### src/rtl/vdp_pkg.sv
// Shared constants and types for the VDP CPU port controller.
package vdp_pkg;

  // Port select values on port_sel
  localparam logic PORT_DATA = 1'b0;
  localparam logic PORT_CTRL = 1'b1;

  // Control-port second-byte command codes (cpu_din[7:6])
  localparam logic [1:0] CMD_READ  = 2'b00;
  localparam logic [1:0] CMD_WRITE = 2'b01;
  localparam logic [1:0] CMD_REG   = 2'b10;

  // Display mode encodings
  localparam logic [2:0] MODE_TEXT  = 3'd0;
  localparam logic [2:0] MODE_GFX1  = 3'd1;
  localparam logic [2:0] MODE_GFX2  = 3'd2;
  localparam logic [2:0] MODE_MULTI = 3'd3;

  // Read-ahead engine states
  typedef enum logic [1:0] {
    RA_IDLE  = 2'd0,
    RA_FETCH = 2'd1,
    RA_CAP   = 2'd2
  } ra_state_t;

endpackage

### src/rtl/vdp_regfile.sv
// VDP register file R0..R(NUM_REGS-1) with combinational mode and table-base decode.
module vdp_regfile
  import vdp_pkg::*;
#(
  parameter int NUM_REGS = 10
) (
  input  logic        clk,
  input  logic        reset_n,
  input  logic        reg_we,
  input  logic [3:0]  reg_idx,
  input  logic [7:0]  reg_wdata,
  output logic [2:0]  mode,
  output logic [13:0] name_table_addr,
  output logic [13:0] color_table_addr,
  output logic [13:0] font_addr,
  output logic [13:0] sprite_attr_addr,
  output logic [13:0] sprite_pattern_table_addr,
  output logic        video_on,
  output logic        vert_retrace_int,
  output logic        sprite_large,
  output logic        sprite_enlarged,
  output logic [3:0]  text_color,
  output logic [3:0]  back_color,
  output logic [7:0]  x_scroll,
  output logic [7:0]  y_scroll
);

  logic [7:0] regs_q [NUM_REGS];
  logic [7:0] r [10];
  logic       unused_bits;

  // Register storage; indices at or above NUM_REGS match no entry and are dropped
  always_ff @(posedge clk or negedge reset_n) begin
    if (!reset_n) begin
      for (int i = 0; i < NUM_REGS; i++) regs_q[i] <= '0;
    end else if (reg_we) begin
      for (int i = 0; i < NUM_REGS; i++) begin
        if (reg_idx == 4'(i)) regs_q[i] <= reg_wdata;
      end
    end
  end

  // Decode view of R0..R9; unimplemented registers read as zero
  always_comb begin
    for (int i = 0; i < 10; i++) begin
      r[i] = '0;
      if (i < NUM_REGS) r[i] = regs_q[i];
    end
  end

  // Mode select: M1 (R1[4]) beats M3 (R0[1]) beats M2 (R1[3])
  always_comb begin
    mode = MODE_GFX1;
    if (r[1][4])      mode = MODE_TEXT;
    else if (r[0][1]) mode = MODE_GFX2;
    else if (r[1][3]) mode = MODE_MULTI;
  end

  // Table bases; graphics II uses only R3[7] for the color table
  always_comb begin
    name_table_addr           = {r[2][3:0], 10'b0};
    color_table_addr          = (mode == MODE_GFX2) ? {r[3][7], 13'b0} : {r[3], 6'b0};
    font_addr                 = {r[4][2:0], 11'b0};
    sprite_attr_addr          = {r[5][6:0], 7'b0};
    sprite_pattern_table_addr = {r[6][2:0], 11'b0};
  end

  assign video_on         = r[1][6];
  assign vert_retrace_int = r[1][5];
  assign sprite_large     = r[1][1];
  assign sprite_enlarged  = r[1][0];
  assign text_color       = r[7][7:4];
  assign back_color       = r[7][3:0];
  assign x_scroll         = r[8];
  assign y_scroll         = r[9];

  // Register bits with no decoded function
  assign unused_bits = ^{r[0][7:2], r[0][0], r[1][7], r[1][2], r[2][7:4],
                         r[4][7:3], r[5][7], r[6][7:3]};

endmodule

### src/rtl/vdp_cpu_port.sv
// CPU-side port controller: control-port protocol, VRAM address/buffer,
// status flags and the VRAM read-ahead engine.
//
// state    | meaning
// ---------+--------------------------------------------------
// RA_IDLE  | no fetch pending
// RA_FETCH | vram_rd asserted at the current address
// RA_CAP   | capture vram_dout into the buffer, bump address
module vdp_cpu_port
  import vdp_pkg::*;
#(
  parameter int NUM_REGS = 10
) (
  input  logic        clk,
  input  logic        reset_n,
  input  logic        port_sel,
  input  logic [7:0]  cpu_din,
  input  logic        cpu_wr,
  input  logic        cpu_rd,
  output logic [7:0]  cpu_dout,
  output logic [13:0] vram_addr,
  output logic [7:0]  vram_din,
  output logic        vram_wr,
  output logic        vram_rd,
  input  logic [7:0]  vram_dout,
  output logic [2:0]  mode,
  output logic [13:0] name_table_addr,
  output logic [13:0] color_table_addr,
  output logic [13:0] font_addr,
  output logic [13:0] sprite_attr_addr,
  output logic [13:0] sprite_pattern_table_addr,
  output logic        video_on,
  output logic        vert_retrace_int,
  output logic        sprite_large,
  output logic        sprite_enlarged,
  output logic [3:0]  text_color,
  output logic [3:0]  back_color,
  output logic [7:0]  x_scroll,
  output logic [7:0]  y_scroll,
  input  logic        interrupt_flag,
  input  logic        sprite_collision,
  input  logic        too_many_sprites,
  input  logic [4:0]  sprite5,
  output logic        n_int
);

  logic        first_q;
  logic [7:0]  latch_q;
  logic [13:0] addr_q;
  logic [7:0]  buf_q;
  logic        f_q, s5_q, c_q;
  logic [4:0]  fifth_q;
  logic        int_flag_d, too_many_d;
  logic        vram_wr_q;
  logic [13:0] wr_addr_q;
  logic [7:0]  wr_data_q;

  ra_state_t   state_q, state_d;
  logic        fetch_rd, cap_load;

  logic        data_wr, data_rd, ctrl_wr, stat_rd, ctrl_second;
  logic        reg_we, addr_load, ra_cmd, ra_trigger;
  logic        set_f, set_5s;

  assign data_wr     = cpu_wr & (port_sel == PORT_DATA);
  assign data_rd     = cpu_rd & (port_sel == PORT_DATA);
  assign ctrl_wr     = cpu_wr & (port_sel == PORT_CTRL);
  assign stat_rd     = cpu_rd & (port_sel == PORT_CTRL);
  assign ctrl_second = ctrl_wr & first_q;
  assign ra_trigger  = data_rd | ra_cmd;

  // Second control byte decode; code 11 behaves as a plain address set
  always_comb begin
    reg_we    = 1'b0;
    addr_load = 1'b0;
    ra_cmd    = 1'b0;
    if (ctrl_second) begin
      unique case (cpu_din[7:6])
        CMD_READ:  begin addr_load = 1'b1; ra_cmd = 1'b1; end
        CMD_WRITE: addr_load = 1'b1;
        CMD_REG:   reg_we = 1'b1;
        default:   addr_load = 1'b1;
      endcase
    end
  end

  vdp_regfile #(.NUM_REGS(NUM_REGS)) u_regfile (
    .clk                       (clk),
    .reset_n                   (reset_n),
    .reg_we                    (reg_we),
    .reg_idx                   (cpu_din[3:0]),
    .reg_wdata                 (latch_q),
    .mode                      (mode),
    .name_table_addr           (name_table_addr),
    .color_table_addr          (color_table_addr),
    .font_addr                 (font_addr),
    .sprite_attr_addr          (sprite_attr_addr),
    .sprite_pattern_table_addr (sprite_pattern_table_addr),
    .video_on                  (video_on),
    .vert_retrace_int          (vert_retrace_int),
    .sprite_large              (sprite_large),
    .sprite_enlarged           (sprite_enlarged),
    .text_color                (text_color),
    .back_color                (back_color),
    .x_scroll                  (x_scroll),
    .y_scroll                  (y_scroll)
  );

  // Read-ahead state register
  always_ff @(posedge clk or negedge reset_n) begin
    if (!reset_n) state_q <= RA_IDLE;
    else          state_q <= state_d;
  end

  // Read-ahead next state; data writes abort, a new trigger restarts the fetch
  always_comb begin
    state_d  = state_q;
    fetch_rd = 1'b0;
    cap_load = 1'b0;
    case (state_q)
      RA_IDLE:  if (ra_trigger) state_d = RA_FETCH;
      RA_FETCH: begin fetch_rd = 1'b1; state_d = RA_CAP; end
      RA_CAP:   begin cap_load = 1'b1; state_d = RA_IDLE; end
      default:  state_d = RA_IDLE;
    endcase
    if (data_wr) begin
      state_d  = RA_IDLE;
      cap_load = 1'b0;
    end
    if (ra_trigger) begin
      state_d  = RA_FETCH;
      cap_load = 1'b0;
    end
  end

  // Control-port byte pairing, VRAM address and read buffer
  always_ff @(posedge clk or negedge reset_n) begin
    if (!reset_n) begin
      first_q <= 1'b0;
      latch_q <= '0;
      addr_q  <= '0;
      buf_q   <= '0;
    end else begin
      if (ctrl_wr) begin
        if (!first_q) latch_q <= cpu_din;
        first_q <= ~first_q;
      end else if (data_wr | data_rd | stat_rd) begin
        first_q <= 1'b0;
      end
      if (addr_load)              addr_q <= {cpu_din[5:0], latch_q};
      else if (data_wr | cap_load) addr_q <= addr_q + 14'd1;
      if (data_wr)       buf_q <= cpu_din;
      else if (cap_load) buf_q <= vram_dout;
    end
  end

  // Registered VRAM write strobe with the pre-increment address
  always_ff @(posedge clk or negedge reset_n) begin
    if (!reset_n) begin
      vram_wr_q <= 1'b0;
      wr_addr_q <= '0;
      wr_data_q <= '0;
    end else begin
      vram_wr_q <= data_wr;
      if (data_wr) begin
        wr_addr_q <= addr_q;
        wr_data_q <= cpu_din;
      end
    end
  end

  assign set_f  = interrupt_flag & ~int_flag_d;
  assign set_5s = too_many_sprites & ~too_many_d & ~s5_q;

  // Status flags; a set event in the same cycle as a status read wins
  always_ff @(posedge clk or negedge reset_n) begin
    if (!reset_n) begin
      f_q        <= 1'b0;
      s5_q       <= 1'b0;
      c_q        <= 1'b0;
      fifth_q    <= '0;
      int_flag_d <= 1'b0;
      too_many_d <= 1'b0;
    end else begin
      int_flag_d <= interrupt_flag;
      too_many_d <= too_many_sprites;
      f_q        <= set_f | (f_q & ~stat_rd);
      s5_q       <= set_5s | (s5_q & ~stat_rd);
      c_q        <= sprite_collision | (c_q & ~stat_rd);
      if (set_5s) fifth_q <= sprite5;
    end
  end

  assign cpu_dout  = (port_sel == PORT_CTRL) ? {f_q, s5_q, c_q, fifth_q} : buf_q;
  assign vram_wr   = vram_wr_q;
  assign vram_rd   = fetch_rd;
  assign vram_addr = vram_wr_q ? wr_addr_q : addr_q;
  assign vram_din  = wr_data_q;
  assign n_int     = ~(f_q & vert_retrace_int);

endmodule

### config.mk
export PLATFORM = sky130hd
export DESIGN_NAME = vdp_cpu_port
export DESIGN_NICKNAME = d
export VERILOG_FILES = /design/src/rtl/vdp_pkg.sv /design/src/rtl/vdp_regfile.sv /design/src/rtl/vdp_cpu_port.sv
export SDC_FILE = /design/constraint.sdc
export NUM_CORES = 1
export LEC_CHECK = 0
export ABC_CLOCK_PERIOD_IN_PS = 1800
export BUFFER_PORTS_ARGS = -buffer_cell sky130_fd_sc_hd__buf_2
export CAP_MARGIN = 15
export CORE_MARGIN = 1.5
export CORE_UTILIZATION = 51
export CTS_CLUSTER_DIAMETER = 200
export DETAILED_ROUTE_END_ITERATION = 10
export GPL_ROUTABILITY_DRIVEN = 0
export PLACE_DENSITY = 0.78
export SYNTH_ARGS = -nofsm -noshare
export SYNTH_HDL_FRONTEND = slang
export SYNTH_SLANG_ARGS = --single-unit
### constraint.sdc
create_clock -name clk -period 1.8 [get_ports clk]
set_input_delay 0 -clock clk [delete_from_list [all_inputs] [get_ports clk]]
set_output_delay 0 -clock clk [all_outputs]
set_load 0.005 [all_outputs]
==> impl_metrics.ini <==
[timing]
rsz0062_at_grt = true
setup_viol = 0
holdWs_ns = 0.115
fin_crit_ns = 1.78
maxSlewViolCount = 0
worst_pin_slew_ns = 0.624
totalNegativeSetupSlack_ns = 0
hold_viol_final = 0
min_period_over_period = 0.988
slew_headroom = 0.584
max_freq_ghz = 0.562
finalClockSkew_ns = 0.00903

[floorplan]
die_area_mm2 = 0.0124
num_rows = 39
ios = 163
start_util = 0.524
die_y_um = 111
fp.dieW_um = 111
coreArea_mm2 = 0.0115

[worst_setup_path]
cp_slowest_stage_delay_ns = 0.40
worstPathRequired_ns = 2.12
crit_type = flop to flop
worst_ep_arrival_time_ns = 2.10
end_kind = flop
worst_path_max_delay_cell = a311oi_2
critPathLaunchType = flop
rrSetupSlack_ns = 0.02
crit_chain = nand4bb_1, a311oi_2, buf_4, clkbuf_16, o21ai_0, a31oi_1
crit_fanout = 13

[layout]
fill_cells = 892
area_delta_synth_final_pct = 21.2
final_cells = 817
layout-drive-gt1-share = 0.395
fin_nets = 691
num_antenna_cells = 0
final_area_mm2 = 0.00728

[detailed_routing]
firstDrtPassIters = 4
vias_per_cell = 5.24
post_drt_wl_per_cell_um = 16.6
drtAntennaViolNets = 0
drt_wl_total_mm = 13.6
vias = 4280
first_iter_violations = 266
drc = 0

[clocking]
cts_tree = built
htree_levels = 4
cts_buffers = 17
ctsLongestPathBuffers = 2
clk_latency_ns = 0.42
cts-root-buf = clkbuf_16
clock_sinks = 122
clk_pin_slew_worst_paths_ns = 0.06

[grt]
gr-total-overflow = 0
antenna_found_initial = 0
grt_max_degree = 45
grt_pass1_wl_mm = 21.5
grt_usage = 0.221
grt_pass1_vias = 4162

[yosys]
synthCells = 546
avgSynthCellArea_um2 = 11.0
synth_cell_types = 40
yosysSeqAreaShare = 0.509
ys_warn_count = 0
synth-seq-cells = 122
netlist_area_mm2 = 0.00600

[power_and_ir_drop]
ir_drop_mv = 0.710
power_density_mw_per_mm2 = 1160
p_leak_uw = 0.00376

[hold_path]
min_path_type = input pin to async pin

[run]
max-cap-violations = 0

[place]
place_area_mm2 = 0.00631
hpwl_mm = 8.92
portBuffers = 116
dp.cells = 751

[outcome]
status = completed
through the flow:
| stage | total power (uW) | setup slack [ns] | utilization |
|---|---|---|---|
| floorplan | 4410 | 0.199 | - |
| global placement | 4890 | 0.122 | 0.551 |
| detailed placement | 4970 | 0.0376 | 0.551 |
| CTS | 8450 | 0.00420 | 0.628 |
| global route | 8840 | -0.0531 | 0.635 |
| finish | 8450 | 0.0213 | 0.635 |
repair_timing:
| action | in CTS | in global routing |
|---|---|---|
| buffers inserted | 0 | 4 |
| setup endpoints to repair | 0 | 11 |
| gates resized for setup | 0 | 6 |
| hold endpoints to repair | 83 | 0 |
| hold buffers | 29 | 0 |
path summary, 6_finish.rpt:
kind                                 from                            end  depth (start not counted)
max in group asynchronous         reset_n                      addr_q[0]                          3
min in group clk           interrupt_flag                     int_flag_d                          2
hold reg to reg                int_flag_d                            f_q                          1
hold / removal                    reset_n  u_regfile.name_table_addr[10]                          2
setup / recovery                  first_q                      addr_q[4]                          6
setup reg to reg                  first_q                      addr_q[4]                          6
where the power goes:
group / internal, uW / switching (uW)
logic: 723 / 686
clock network: 2100 / 1310
registers: 3150 / 489
total: 5970 / 2480
cells in the final DEF (no fill, tap or decap), types with 3 or more instances in the layout:
cell	Yosys	routed
dfrtp_1	122	121
buf_2	4	115
nand2_1	89	89
mux2_2	89	89
conb_1	1	46
dlygate4sd3_1	0	29
nor2_1	20	20
clkbuf_16	0	19
o21ai_0	13	13
nand3_1	13	13
a31oi_1	12	11
buf_4	88	11
o211ai_1	8	8
and2_1	7	7
or3_1	7	7
o31ai_1	5	5
inv_6	0	5
nand2b_1	4	4
inv_1	4	4
nor2b_1	5	4
and4_1	4	4
or4_1	5	4
clkinv_4	0	4
and3_1	3	3
nand4_1	3	3
buf_12	0	3
worst max-delay path, delay by kind of cell, from the launching register on:
family / cells / cell delay (ns)
compound gates: 3 / 0.75
flops: 1 / 0.39
buf+inv: 2 / 0.36
simple gates: 1 / 0.18
area by class of cell:
type | instances | area, um2 | share of cell area
Sequential cell | 122 | 3050 | 0.420
Tap cell | 143 | 179 | 0.0246
Timing Repair Buffer | 160 | 1060 | 0.145
Clock inverter | 14 | 159 | 0.0218
Multi-Input combinational cell | 354 | 2360 | 0.325
Inverter | 6 | 22.5 | 0.00309
Clock buffer | 18 | 439 | 0.0604
routing by layer:
| layer | track usage | wire length (um) | vias to the layer above |
|---|---|---|---|
| met4 | 0.0751 | 193 | 0 |
| met1 | 0.285 | 5790 | 2124 |
| met2 | 0.365 | 6820 | 161 |
| li1 | - | - | 1979 |
| met5 | 0 | 0 | - |
| met3 | 0.0555 | 779 | 16 |
cell usage after synthesis, drive strengths merged:
| cell type | number | area share |
|---|---|---|
| conb | 1 | 0.00062 |
| nor2b | 5 | 0.0052 |
| and3 | 3 | 0.0031 |
| nor4b | 1 | 0.0025 |
| a311oi | 1 | 0.0025 |
| dfrtp | 122 | 0.51 |
| xor2 | 1 | 0.0015 |
| nand4 | 4 | 0.0052 |
| or4 | 5 | 0.0063 |
| o211ai | 8 | 0.010 |
| nor3b | 2 | 0.0044 |
| o21ai | 15 | 0.013 |
| and2 | 7 | 0.0073 |
| ha | 1 | 0.0021 |
| nand3 | 13 | 0.011 |
| mux2 | 89 | 0.17 |
| and4 | 4 | 0.0058 |
| or3 | 7 | 0.0073 |
| o31ai | 5 | 0.0063 |
| nor3 | 1 | 0.0027 |
| nand2 | 90 | 0.057 |
| nor2 | 20 | 0.013 |
| nand3b | 1 | 0.0013 |
| a31oi | 12 | 0.013 |
| clkbuf | 16 | 0.010 |
| nand4bb | 1 | 0.0019 |
| nand2b | 4 | 0.0042 |
| nor4 | 2 | 0.0042 |
| inv | 6 | 0.0038 |
| a21oi | 2 | 0.0017 |
| buf | 93 | 0.11 |
| mux2i | 2 | 0.0033 |
| a21o | 2 | 0.0025 |
sequential cells by signal, indices dropped and copies added (netlist names), 4 cells and up:
signal / flops
vram_din: 8
u_regfile.sprite_attr_addr: 7
wr_addr_q: 14
latch_q: 8
u_regfile.name_table_addr: 4
addr_q: 14
u_regfile.text_color: 4
u_regfile.y_scroll: 8
u_regfile.back_color: 4
u_regfile.x_scroll: 8
fifth_q: 5
buf_q: 8
u_regfile.r: 11
cell families after synthesis:
family / after synthesis / synth area share
compound gates: 45 / 0.0479
xor+xnor: 1 / 0.00146
fa+ha+maj: 1 / 0.00208
buf+inv: 115 / 0.128
flops: 122 / 0.509
mux: 91 / 0.170
other cells: 1 / 0.000625
simple gates: 170 / 0.141
(Power assumes the default switching activity.)
